`config.mk`:
```
export PLATFORM = sky130hd
export DESIGN_NAME = acc_requant_fifo_flat
export DESIGN_NICKNAME = d
export VERILOG_FILES = /design/src/rtl/acc_requant_fifo_if.sv /design/src/rtl/acc_requant_fifo.sv /design/src/flat_wrapper.sv
export SDC_FILE = /design/constraint.sdc
export NUM_CORES = 1
export LEC_CHECK = 0
export CAP_MARGIN = 20
export CORE_MARGIN = 2
export CORE_UTILIZATION = 60
export DETAILED_ROUTE_END_ITERATION = 12
export PLACE_DENSITY = 0.85
export SYNTH_ARGS = -nofsm -noshare
export SYNTH_HDL_FRONTEND = slang
export SYNTH_SLANG_ARGS = --single-unit
```
`constraint.sdc`:
```
create_clock -name clk -period 8.5 [get_ports clk]
set_input_delay 1.7 -clock clk [delete_from_list [all_inputs] [get_ports clk]]
set_output_delay 1.7 -clock clk [all_outputs]
set_load 0.01 [all_outputs]
```
`src/rtl/acc_requant_fifo_if.sv`:
```
// Handshake bundle for acc_requant_fifo: accumulator input side, requantized output side, status.
interface acc_requant_fifo_if #(
  parameter int ACC_DATA_BITWIDTH = 32,
  parameter int OUT_BITWIDTH      = 8,
  parameter int FIFO_DEPTH        = 4
);
  logic                                in_valid;
  logic signed [ACC_DATA_BITWIDTH-1:0] in_data;
  logic                                in_ready;
  logic        [4:0]                   shift;
  logic                                relu_en;
  logic                                out_valid;
  logic signed [OUT_BITWIDTH-1:0]      out_data;
  logic                                out_ready;
  logic        [$clog2(FIFO_DEPTH):0]  count;
  logic                                sat_flag;

  modport master (
    output in_valid, in_data, shift, relu_en, out_ready,
    input  in_ready, out_valid, out_data, count, sat_flag
  );

  modport slave (
    input  in_valid, in_data, shift, relu_en, out_ready,
    output in_ready, out_valid, out_data, count, sat_flag
  );
endinterface

```
`src/rtl/acc_requant_fifo.sv`:
```
// Requantizes final accumulator sums (round, shift, optional ReLU, saturate) into a
// first-word-fall-through output FIFO with a sticky saturation flag.
module acc_requant_fifo #(
  parameter int ACC_DATA_BITWIDTH = 32,
  parameter int OUT_BITWIDTH      = 8,
  parameter int FIFO_DEPTH        = 4
) (
  input logic              clk,
  input logic              reset,
  acc_requant_fifo_if.slave bus
);
  localparam int W  = ACC_DATA_BITWIDTH;
  localparam int AW = $clog2(FIFO_DEPTH);
  localparam logic signed [W:0] SAT_MAX = (W+1)'((1 << (OUT_BITWIDTH-1)) - 1);
  localparam logic signed [W:0] SAT_MIN = ~SAT_MAX;

  logic [OUT_BITWIDTH-1:0] mem [FIFO_DEPTH];
  logic [AW-1:0]           wr_ptr;
  logic [AW-1:0]           rd_ptr;
  logic [AW:0]             count_q;
  logic                    sat_q;

  logic signed [W:0]       ext;
  logic signed [W:0]       half;
  logic signed [W:0]       rounded;
  logic [OUT_BITWIDTH-1:0] result;
  logic                    sat_now;
  logic                    push;
  logic                    pop;

  // One extra bit of headroom so adding the rounding constant never overflows.
  always_comb begin
    ext  = {bus.in_data[W-1], bus.in_data};
    half = '0;
    if (bus.shift != 5'd0)
      half = (W+1)'(1) << (bus.shift - 5'd1);
    rounded = (ext + half) >>> bus.shift;
  end

  // ReLU wins over negative saturation and does not count as a clamp.
  always_comb begin
    result  = '0;
    sat_now = 1'b0;
    if (bus.relu_en && rounded[W]) begin
      result = '0;
    end else if (rounded > SAT_MAX) begin
      result  = SAT_MAX[OUT_BITWIDTH-1:0];
      sat_now = 1'b1;
    end else if (rounded < SAT_MIN) begin
      result  = SAT_MIN[OUT_BITWIDTH-1:0];
      sat_now = 1'b1;
    end else begin
      result = rounded[OUT_BITWIDTH-1:0];
    end
  end

  assign bus.in_ready  = (count_q != (AW+1)'(FIFO_DEPTH));
  assign bus.out_valid = (count_q != '0);
  assign bus.out_data  = bus.out_valid ? mem[rd_ptr] : '0;
  assign bus.count     = count_q;
  assign bus.sat_flag  = sat_q;

  assign push = bus.in_valid && bus.in_ready;
  assign pop  = bus.out_valid && bus.out_ready;

  always_ff @(posedge clk) begin
    if (push)
      mem[wr_ptr] <= result;
  end

  always_ff @(posedge clk) begin
    if (reset) begin
      wr_ptr  <= '0;
      rd_ptr  <= '0;
      count_q <= '0;
      sat_q   <= 1'b0;
    end else begin
      if (push)
        wr_ptr <= wr_ptr + 1'b1;
      if (pop)
        rd_ptr <= rd_ptr + 1'b1;
      case ({push, pop})
        2'b10:   count_q <= count_q + 1'b1;
        2'b01:   count_q <= count_q - 1'b1;
        default: count_q <= count_q;
      endcase
      if (push && sat_now)
        sat_q <= 1'b1;
    end
  end
endmodule

```
`src/flat_wrapper.sv`:
```
// flat-port wrapper written by rule: the top's interface ports become plain ports
module acc_requant_fifo_flat 
#(
  parameter int ACC_DATA_BITWIDTH = 32,
  parameter int OUT_BITWIDTH      = 8,
  parameter int FIFO_DEPTH        = 4
)
  (clk, reset, bus_in_valid, bus_in_data, bus_shift, bus_relu_en, bus_out_ready, bus_in_ready, bus_out_valid, bus_out_data, bus_count, bus_sat_flag);
  acc_requant_fifo_if #(.ACC_DATA_BITWIDTH(ACC_DATA_BITWIDTH), .OUT_BITWIDTH(OUT_BITWIDTH), .FIFO_DEPTH(FIFO_DEPTH)) bus_i ();
  input logic clk;
  input logic reset;
  input wire logic [$bits(bus_i.in_valid)-1:0] bus_in_valid;
  input wire logic [$bits(bus_i.in_data)-1:0] bus_in_data;
  input wire logic [$bits(bus_i.shift)-1:0] bus_shift;
  input wire logic [$bits(bus_i.relu_en)-1:0] bus_relu_en;
  input wire logic [$bits(bus_i.out_ready)-1:0] bus_out_ready;
  output wire logic [$bits(bus_i.in_ready)-1:0] bus_in_ready;
  output wire logic [$bits(bus_i.out_valid)-1:0] bus_out_valid;
  output wire logic [$bits(bus_i.out_data)-1:0] bus_out_data;
  output wire logic [$bits(bus_i.count)-1:0] bus_count;
  output wire logic [$bits(bus_i.sat_flag)-1:0] bus_sat_flag;
  assign bus_i.in_valid = bus_in_valid;
  assign bus_i.in_data = bus_in_data;
  assign bus_i.shift = bus_shift;
  assign bus_i.relu_en = bus_relu_en;
  assign bus_i.out_ready = bus_out_ready;
  assign bus_in_ready = bus_i.in_ready;
  assign bus_out_valid = bus_i.out_valid;
  assign bus_out_data = bus_i.out_data;
  assign bus_count = bus_i.count;
  assign bus_sat_flag = bus_i.sat_flag;
  acc_requant_fifo #(.ACC_DATA_BITWIDTH(ACC_DATA_BITWIDTH), .OUT_BITWIDTH(OUT_BITWIDTH), .FIFO_DEPTH(FIFO_DEPTH)) u_core (.clk(clk), .reset(reset), .bus(bus_i));
endmodule
```
Word level (Yosys, flattened, before mapping):

Memories as Yosys holds them, arrays and structs flattened. A register that Yosys moved wholly into a read port is not among the register bits.
Cells that the tools add are included.

* memories kept: 1
* ROM bits: 0
* word-level logic and storage cells: 38
* bits in writable memories: 32
* output and inout port bits: 14
* flip-flop bits (word level): 8
* latch bits: 0

* bitwise logic cells: 0
* $lt $le $gt $ge: 2
* equal/unequal tests: 3
* multiply operators: 0
* multiplexer cells: 13
* div/mod/pow operators: 0
* reduce and logical (&&, ||, !) cells: 7
* $add $sub $neg: 6
* shift-type cells: 2

Memory list
* u_core.mem: words 4, width 8, rd ports 1, clocked after Yosys merged registers in 1, write ports 1, line acc_requant_fifo.sv:17 `logic [OUT_BITWIDTH-1:0] mem [FIFO_DEPTH];`

Operators by type and width (number)
* $add A32 B33 Y33: 1
* $gt A33 B8 Y1 const B: 1
* $lt A33 B8 Y1 const B: 1
* $mux W33: 1
* $shl A1 B5 Y33 const A: 1
* $sshr A33 B5 Y33: 1
* $mux W8: 4
* $pmux W3 S2: 1
* $mux W1: 5
* $reduce_bool A5 Y1: 1
* $sub A5 B1 Y5 const B: 1
* $add A2 B1 Y2 const B: 2
* $logic_and A1 B1 Y1: 4
* $mux W2: 2
* $add A3 B1 Y3 const B: 1
* $ne A3 B3 Y1 const B: 1
* $reduce_bool A3 Y1: 1
* $sub A3 B1 Y3 const B: 1
* $eq A2 B1 Y1 const B: 1
* $eq A2 B2 Y1 const B: 1
* $reduce_bool A2 Y1: 1

Depth between registers and ports, before layout:

Gate-level depths: netlist (run 1).

* depth after elaboration: 10
* mapped depth: 24
* depth with buffers taken out: 19

Worst setup path after synthesis (run 1):

Ideal clock, no wire load.

* path type: in2reg
* start: in bus_shift[2]
* end: mem u_core.mem[0][0], data pin
* path slack: 1.037 ns
* buffers on the path: 7
* stages: 23
* data arrival time: 7.171 ns
* path through: clkbuf_1 clkbuf_1 clkbuf_1 buf_1 buf_1 clkbuf_1 nand2_1 nor2_1 ha_1 buf_2 a21oi_2 o211ai_1 a211oi_2 o21ai_1 xor2_1 mux2_2 and2_1 a2111o_1 mux4_2 nor4b_2 nand4_1 o31ai_4 a22oi_1

* longest elaborated chain between the ends: 9
* elaborated cells between the ends (all ways): 12

RTL lines
* start, declared: line flat_wrapper.sv:14 `input wire logic [$bits(bus_i.shift)-1:0] bus_shift;`
* $sub A5 B1 Y5: line acc_requant_fifo.sv:36 `half = (W+1)'(1) << (bus.shift - 5'd1);`
* $shl A1 B5 Y33: line acc_requant_fifo.sv:36
* $mux W33: line acc_requant_fifo.sv:35 `if (bus.shift != 5'd0)`
* $add A32 B33 Y33: line acc_requant_fifo.sv:37 `rounded = (ext + half) >>> bus.shift;`
* $sshr A33 B5 Y33 *: line acc_requant_fifo.sv:37
* $lt A33 B8 Y1: line acc_requant_fifo.sv:49 `end else if (rounded < SAT_MIN) begin`
* $mux W8: line acc_requant_fifo.sv:49
* $mux W8: line acc_requant_fifo.sv:46 `end else if (rounded > SAT_MAX) begin`
* $mux W8 *: line acc_requant_fifo.sv:44 `if (bus.relu_en && rounded[W]) begin`
* via u_core.result[0]: line acc_requant_fifo.sv:26 `logic [OUT_BITWIDTH-1:0] result;`
* end, declared: line acc_requant_fifo.sv:17

Mark *: on every way through the listed nets, which the timed path passes. The rest lies on a longest branch.

Worst setup path in the final report (run 1):

* start: in bus_shift[1]
* end: mem u_core.mem[2][5], data pin

Same word-level chain as after synthesis.

==> run metrics, run 1 <==
outcome finished clean; overall overflow remaining after global route 0; top area cells in the synthesized netlist edfxtp_1 (14%), ha_1 (6.8%), nor2_1 (5.9%); Port Buffers 55; number of nets in the synthesized netlist 984; CTS Hold Bufs 0; initial antenna violation count 0; crit path capture type flip-flop; ys flop type edfxtp_1; die width 110 µm; overall track demand over capacity in global routing 0.381; tightest slew margin relative to the limit 0.430; Slew Viols, Final 0; number of iterations in the first detailed-routing pass 6; fill cell count 953; cell chosen for the clock root clkbuf_16; startpoint type of the worst setup path input pin; detailed-placement wirelength estimate 17.5 mm; share of the cycle needed by the critical path after routing 0.947; Avg Cell Area, Syn 7.49 µm²; Synth cell types 80; Routed Wire Length 23.0 mm; Storage cell area 1160 µm²; cell type contributing the most total cell area after synthesis edfxtp_1; Worst Tran Pin Value 0.850 ns; number of remaining DRC errors 0; initial cell density of the core 0.618; CP max FO 36; post-synthesis instance area 6760 µm²; leak pwr 2.79 nW; Final ANT Viol Nets 0; placed insts 1052; post-synthesis instance total 903; H-Tree Level Count 2; area of the core 10900 µm²; Wirelength per Cell 21.7 µm; count of endpoints failing hold in the final timing report 0; minimum period implied by the final worst setup slack 8.05 ns; clk sink count 42; first-pass GRT wire length 35.8 mm; clock insertion delay at the later pin of the skew report 0.28 ns; number of flip-flops and latches in the synthesized netlist 42; number of global-route vias before repair 6861; via count 7656; post-cts sizing count 0; synthesis-to-layout area growth 11.2%; sequential fraction of the synthesis area 0.172; number of CTS-inserted buffers 5; Post-synth EDFFs 32; share of the core filled with cells 0.688; CTS tree built; signal arrival time at the worst endpoint 8.08 ns; Post CTS Setup Buffer Count 0; areal power density over the cells 137 nW/µm²; post-synthesis async set-or-reset flop share 0; I/O pins 56; final antenna diode count 0; Worst Clk Skew 0.00493 ns; maximum vdd drop 179 µV; post-layout net count 1000; number of violations of the max-capacitance limit 0; count of yosys warnings during synthesis 0; final cell count without fillers 1060; maximum clock frequency 0.124 GHz; height of the chip 110 µm; number of DRC markers in iteration 0 1068; Routability Congestion 1.03; setup repair after global routing missed its margin false; via/cell ratio 7.22; die area 12100 µm²; top cell type's share of synthesized area 0.142; Setup TNS 0 ns; path type of the worst setup path in2reg; Core Rows 38; path type of the worst min-delay path reg2reg; clk buf depth 2; clock-pin slew reported for the worst setup and hold paths after clock tree synthesis 0.06 ns; area taken by multi-input logic gates 5240 µm²; Data required, critical path 8.53 ns; maximum number of pins on one net before global-route repair 55; Setup Viol. Count Final 0; layout cell share with drive strength beyond 1 0.0837
[registers in the layout (all words and copies together) (netlist names), named ones only]
register and flops:
u_core.mem 32, u_core.bus.count 3, u_core.rd_ptr 2, u_core.bus.sat_flag 1
u_core.wr_ptr 2
[report_power, final]
| group | leakage, nW | switching, mW | total (mW) | internal (mW) |
|---|---|---|---|---|
| Clock | 0.0739 | 0.0757 | 0.192 | 0.116 |
| Combinational | 2.34 | 0.301 | 0.550 | 0.249 |
| Sequential | 0.374 | 0.0291 | 0.288 | 0.259 |
| Total | 2.79 | 0.406 | 1.03 | 0.624 |
[cells in the final DEF (no fill, tap or decap), types with 10 or more instances in the layout]
cell type          n
o21ai_0           29
buf_4             22
clkdlybuf4s50_1   54
dfxtp_1           10
inv_1             22
a21oi_1           55
ha_1              37
o22ai_1           12
a21o_1            10
a211oi_1          26
o211ai_1          18
mux2i_1           22
nor3_1            36
xnor2_1           14
and3_1            10
nor4_1            10
mux2_2            10
edfxtp_1          32
nor2_1           107
o21ai_1           17
nand2_1           95
xor2_1            12
o31ai_1           12
nand4_1           17
nand3_1           23
mux4_2            14
and2_1            23
[layer usage]
metal,track usage,vias up,wire length (µm)
met5,0,-,0
met4,0.130,0,937
met3,0.106,103,3140
met2,0.555,623,9550
met1,0.540,3439,9350
li1,-,3491,-
[worst max-delay path, stage by stage]
cell             delay [ns]
clkdlybuf4s50_1        0.54
buf_4                  0.40
nand2_1                0.28
nor3_1                 0.36
ha_1                   0.38
a21oi_1                0.30
o21ai_1                0.23
a211oi_2               0.55
o211ai_1               0.20
and2_1                 0.23
xor2_1                 0.48
o22ai_1                0.17
a211oi_1               0.51
mux2i_1                0.25
nor4bb_1               0.34
a41o_1                 0.24
nand4b_1               0.35
a22oi_1                0.53
[worst paths after layout]
| path | to | slack (ns) | startpoint | cells past startpoint |
|---|---|---|---|---|
| min | u_core.bus.sat_flag | 0.51 | u_core.bus.sat_flag | 2 |
| max | u_core.mem[2][5] | 0.45 | bus_shift[1] | 18 |
| max reg2reg | u_core.bus.count[2] | 6.11 | u_core.bus.count[0] | 10 |
| min reg2reg | u_core.bus.sat_flag | 0.51 | u_core.bus.sat_flag | 2 |
[cells by family (layout without fill, tap and decap cells)]
group                    Yosys count  in the layout  synth area share
XOR/XNOR                          26             26            0.0337
other                              1              1          0.000555
multiplexers                      46             46            0.0959
flip-flops                        42             42             0.172
AND/OR/NAND/NOR                  362            362             0.255
AO/OA/AOI/OAI                    296            296             0.316
buffers and inverters             91            108            0.0533
adder cells (fa/ha/maj)           39             39            0.0744
[synth_stat cells, drive strengths merged (5+ instances only)]
cell     count
a21oi       62
o21a         9
nor4        10
or3          9
a211oi      30
o2111ai      5
or2          5
nand2       95
a22oi        8
mux2        10
and3        10
o211a        6
edfxtp      32
nand2b       9
nand3       23
inv         22
nor3        36
o221ai       5
a41oi        5
ha          37
xnor2       14
o21ai       46
o31ai       13
buf         19
mux4        14
o22ai       12
xor2        12
o211ai      18
o2111a       6
a31oi        8
a221o        5
clkbuf      49
and2        24
dfxtp       10
nor2       107
a21o        10
mux2i       22
nand4       17
[cell type report]
class,instances,area share
Tap cell,140,0.0233
Clock buffer,7,0.0190
Inverter,23,0.0115
Sequential cell,42,0.154
Multi-Input combinational cell,770,0.697
Timing Repair Buffer,77,0.0945
Clock inverter,1,0.000666
[metrics by stage]
stage          cell area (µm²)  total power [mW]  worst slack [ns]  hold slack, ns
2_1_floorplan             6760             0.636              1.04           0.469
3_3_place_gp              7370             0.821             0.733           0.472
3_5_place_dp              7370             0.827             0.641           0.485
4_1_cts                   7520              1.02             0.765           0.503
5_1_grt                   7520              1.09             0.170           0.547
6_report                  7520              1.03             0.449           0.506
No activity file was read; power rests on OpenSTA's default activity.
==> run 2, diff against run 1 <==
CORE_UTILIZATION = 45   (was 60)
PLACE_DENSITY = 0.67   (was 0.85)
==> run 2 against run 1 <==
  * Worst setup slack got worse by 0.0044 ns
  * Sequential power fell by 1%
  * Critical endpoint is now u_core.mem[3][4]
  * Core utilization fell by 17 points
  * Global-route usage fell by 8.9 points
  * Final cell count rose by 4.7%
  * Total power fell by 1.2%
  * Count of clock-buffer cells in the layout fell by 2
==> run metrics, run 2 (synthesized netlist as in run 1, its figures left out) <==
outcome finished clean; detailed-placement wirelength estimate 18.3 mm; most flop-heavy register u_core.mem; CP max FO 37; area of the core 14600 µm²; setup repair after global routing missed its margin false; gr busiest metal met2; number of CTS-inserted buffers 5; fraction of met3 tracks used by global routing 0.0616; number of iterations in the first detailed-routing pass 6; I/O pins 56; post-cts sizing count 0; Routed Wire Length 23.6 mm; CTS Hold Bufs 0; CTS tree built; overall track demand over capacity in global routing 0.292; Worst Clk Skew 0.00211 ns; path type of the worst setup path in2reg; initial antenna violation count 0; die area 16000 µm²; highest-count cells in the layout ignoring fill and taps nor2_1 (107), nand2_1 (95), a21oi_1 (55); leak pwr 2.82 nW; met2 track utilization from global routing 0.443; most common cell after layout, fill and taps aside nor2_1; cell type of the slowest stage on the worst timing path or4_1; Routability Congestion 1.03; crit-path most repeated cell o21ai_1; via/cell ratio 6.80; Port Buffers 55; synthesis-to-layout area growth 12.7%; overall overflow remaining after global route 0; via count 7551; layout cell share with drive strength beyond 1 0.0896; initial cell density of the core 0.463; H-Tree Level Count 2; final antenna diode count 0; maximum number of pins on one net before global-route repair 47; die width 127 µm; startpoint type of the worst setup path input pin; path type of the worst min-delay path reg2reg; Setup TNS 0 ns; height of the chip 127 µm; crit-path max cell delay 0.56 ns; clock insertion delay at the later pin of the skew report 0.28 ns; clock-pin slew reported for the worst setup and hold paths after clock tree synthesis 0.06 ns; Post CTS Setup Buffer Count 0; max FFs per register 32; clk buf depth 2; share of the cycle needed by the critical path after routing 0.948; Setup Viol. Count Final 0; number of DRC markers in iteration 0 1066; Data required, critical path 8.56 ns; cell chosen for the clock root clkbuf_16; post-layout net count 1006; kind of cell adding the most delay to the critical path compound AO/OA/AOI/OAI gates; first-pass GRT wire length 38.1 mm; maximum clock frequency 0.124 GHz; post-route standard cell area excluding fillers 7620 µm²; signal arrival time at the worst endpoint 8.11 ns; tightest slew margin relative to the limit 0.364; placed inst area 7470 µm²; Core Rows 44; number of violations of the max-capacitance limit 0; count of endpoints failing hold in the final timing report 0; Final ANT Viol Nets 0; Bufs and invs on worst path 2; number of global-route vias before repair 7047; clk sink count 42; crit path capture type flip-flop; maximum vdd drop 90.8 µV; Wirelength per Cell 21.3 µm; areal power density over the cells 133 nW/µm²; GR met1 Demand/Resource 0.415; Worst Tran Pin Value 0.949 ns; minimum period implied by the final worst setup slack 8.06 ns; Slew Viols, Final 0; number of remaining DRC errors 0; sequence of cells on the critical path clkdlybuf4s50_1 > buf_4 > nand2_1 > nor3_1 > ha_1 > a21oi_1 > o21ai_1 > o21ai_1 > o21ai_1 > xor2_1 > mux2i_1 > a41oi_1 > o221ai_1 > or4_1 > nor4_1 > a41o_1 > nand4b_1 > a22oi_1
run 2: changes by cell type in the layout (fill, tap and decap cells not counted):
cell / before / now
clkbuf_1: 1 / 0
a211oi_4: 0 / 1
a211oi_2: 4 / 3
clkbuf_8: 1 / 0
clkinvlp_4: 0 / 1
clkinv_1: 1 / 2
buf_4: 22 / 28
run 2: power by group:
part | switching [mW] | leakage (nW) | internal (mW)
clock network | 0.0734 | 0.0672 | 0.107
logic | 0.300 | 2.37 | 0.252
registers | 0.0258 | 0.374 | 0.259
run 2: layer usage:
layer / up-vias / routed length, µm
met1: 3548 / 10200
met2: 432 / 10400
met5: - / 0
met3: 58 / 2360
li1: 3513 / -
met4: 0 / 680
run 2: final timing paths:
check | startpoint | end | slack (ns) | depth (start not counted)
min | u_core.wr_ptr[1] | u_core.wr_ptr[1] | 0.49 | 2
max | bus_shift[1] | u_core.mem[3][4] | 0.44 | 18
min reg2reg | u_core.wr_ptr[1] | u_core.wr_ptr[1] | 0.49 | 2
max reg2reg | u_core.bus.count[0] | u_core.bus.count[2] | 6.15 | 10
run 2: worst reg2reg max path, delay by kind of cell (launching register included):
| kind | cells | cell delay, ns |
|---|---|---|
| xor+xnor | 1 | 0.16 |
| buf+inv | 3 | 0.31 |
| simple gates | 3 | 0.74 |
| fa+ha+maj | 2 | 0.59 |
| flops | 1 | 0.33 |
| compound gates | 1 | 0.15 |
run 2: layout make-up:
cell class	instances	area, µm²
Clock buffer	5	125
Clock inverter	3	16.3
Fill cell	1412	6970
Inverter	23	86.3
Multi-Input combinational cell	770	5250
Sequential cell	42	1160
Tap cell	184	230
Timing Repair Buffer	83	756
run 2: metrics by stage:
stage / hold WS [ns] / instances / power (mW) / worst slack [ns] / util
floorplan: 0.469 / 903 / 0.636 / 1.04 / -
global placement: 0.484 / 1102 / 0.827 / 0.394 / 0.512
detailed placement: 0.488 / 1102 / 0.832 / 0.361 / 0.512
CTS: 0.496 / 1110 / 1.01 / 0.644 / 0.522
global route: 0.539 / 1110 / 1.08 / 0.0263 / 0.522
finish: 0.494 / 1110 / 1.02 / 0.445 / 0.522
==> run 3, diff against run 2 <==
CAP_MARGIN = 0   (was 20)
==> results of run 3 <==
Final layout, timing and power as in run 2 (identical DEF).
==> edit (config.mk and constraints of run 1) <==
`OUT_BITWIDTH` is set to 8 in 3 places; all go to 7.
--- a/src/rtl/acc_requant_fifo_if.sv
+++ b/src/rtl/acc_requant_fifo_if.sv
@@ -3,3 +3,3 @@
   parameter int ACC_DATA_BITWIDTH = 32,
-  parameter int OUT_BITWIDTH      = 8,
+  parameter int OUT_BITWIDTH      = 7,
   parameter int FIFO_DEPTH        = 4
--- a/src/rtl/acc_requant_fifo.sv
+++ b/src/rtl/acc_requant_fifo.sv
@@ -4,3 +4,3 @@
   parameter int ACC_DATA_BITWIDTH = 32,
-  parameter int OUT_BITWIDTH      = 8,
+  parameter int OUT_BITWIDTH      = 7,
   parameter int FIFO_DEPTH        = 4
--- a/src/flat_wrapper.sv
+++ b/src/flat_wrapper.sv
@@ -4,3 +4,3 @@
   parameter int ACC_DATA_BITWIDTH = 32,
-  parameter int OUT_BITWIDTH      = 8,
+  parameter int OUT_BITWIDTH      = 7,
   parameter int FIFO_DEPTH        = 4
Ports: changed (resized bus_out_data); port bits go from 56 to 55. No check against the original RTL was run, so the function may have changed too.
==> edit against run 1 <==
  * Sequential power is 11% lower
  * Final cell count down 1.6%
  * Combinational power decreased by 2%
  * Synthesized area about the same
  * Utilization hardly changed
  * First-iteration DRC count grew 23%
  * Sequential cell count down 4
  * Wire length rose by 3.9%
  * Cell area hardly changed
  * Setup slack got worse by 100 ps
  * Maximum frequency decreased by 1.3%
  * Power rose by 0.78%
==> edit: results (changes against run 1) <==
Synth area leaders=edfxtp_1 12%, ha_1 6.8%, mux4_2 5.7%; first-pass GRT wire length=36600 um (+2.2%); VDD IR max=0.194 mV (+8.4%); dpl cell area=7320 um2 (-0.63%); layout cell share with drive strength beyond 1=8.42% (+0.047 points); EDFF count, synth=28 (-13%); dpl ws=380 ps (-260 ps); outcome=finished clean; fill cell count=937 (-1.7%); final worst slack=347 ps (-102 ps); Vias/cell=7.51 (+4.0%); R2R setup slack=6170 ps (+60 ps); drt pass-1 iters=9 (+3); sequential area share after synthesis=15.4% (-1.8 points); Worst Max-Slew Pin Slew=1110 ps (+263 ps); max reg flops=28 (-13%); WL final=23900 um (+3.9%); Nets=983 (-1.7%); number of port buffers=54 (-1.8%); Max FO, Critical Path=16 (-56%); pin count of the biggest net entering global routing=37 (-33%); GPL Wtd Cong=1.05 (+1.5%); placed insts=1035 (-1.6%); DR vias=7836 (+2.4%); DP Wirelength=18100 um (+2.9%); Total GRT Usage=38.8% (+0.70 points); vias in the first global route=7075 (+3.1%); Worst Setup EP=u_core.mem[2][4]$_DFFE_PP_; P_leak=2.84 nW (+1.7%); Avg Cell Area, Syn=7.65 um2 (+2.2%)
## edit: cell types whose count changed after synthesis, moves of 6 or more
cell / run 1 / this run
a21o_1: 10 / 18
a211oi_1: 26 / 19
a21oi_1: 55 / 70
a21oi_2: 7 / 1
nor2_1: 107 / 98
nor3_1: 36 / 29
o21ai_0: 29 / 46
o21ai_1: 17 / 6
clkbuf_1: 49 / 32
nand2_1: 95 / 88
## edit: kinds of logic (layout without fill, tap and decap cells)
group                      count (synthesis)  in the layout  synth area share [%]
AOI/OAI and AO/OA                        306            306                  32.8
xor gates and xnor gates                  25             25                  3.24
adders and majority gates                 39             39                  7.43
buffers and inverters                     88            107                  5.81
DFF                                       38             38                  15.4
muxes                                     48             48                  10.7
other                                      1              1                0.0554
and+or+nand+nor                          339            339                  24.6
## edit: worst reg2reg max path, cell delays in order (launching register included)
cell and delay [ps]:
dfxtp_1 340, inv_1 110, nand3_1 200, and2_1 260, inv_1 120, ha_1 190
inv_1 60, fa_1 370, xor2_1 170, or3_1 310, a21oi_1 140
## edit: area by class of cell
type	instances	area (um2)	share of cell area (%)
multi-input cells	758	5330	71.0
well taps	140	175	2.33
flip-flops and latches	38	1040	13.9
clock buffers	5	125	1.67
inverters	27	101	1.35
repair buffers	72	676	8.99
clock inverters	3	63.8	0.849
## edit: how the worst min path moves through the flow
stage | start | endpoint | slack [ps] | cells past startpoint
floorplan | u_core.wr_ptr[1]$_SDFFE_PP0P_ | u_core.wr_ptr[1]$_SDFFE_PP0P_ | 470 | 2
global placement | u_core.wr_ptr[1]$_SDFFE_PP0P_ | u_core.wr_ptr[1]$_SDFFE_PP0P_ | 480 | 2
detailed placement | u_core.bus.sat_flag$_SDFFE_PP0P_ | u_core.bus.sat_flag$_SDFFE_PP0P_ | 470 | 1
CTS | u_core.bus.sat_flag$_SDFFE_PP0P_ | u_core.bus.sat_flag$_SDFFE_PP0P_ | 490 | 1
global route | u_core.bus.sat_flag$_SDFFE_PP0P_ | u_core.bus.sat_flag$_SDFFE_PP0P_ | 530 | 1
finish | u_core.bus.sat_flag$_SDFFE_PP0P_ | u_core.bus.sat_flag$_SDFFE_PP0P_ | 510 | 1
## edit: routing by layer
layer  global-route usage (%)  vias up  wire length (um)
met5                        0        -                 0
met1                     54.0     3585              9420
met3                     9.35      148              3220
li1                         -     3456                 -
met2                     57.7      647             10000
met4                     15.4        0              1200
## edit: where the power goes
part           internal (mW)  total (mW)  switching, mW
logic                  0.241       0.541          0.300
clock network          0.167       0.239         0.0724
registers              0.231       0.257         0.0259
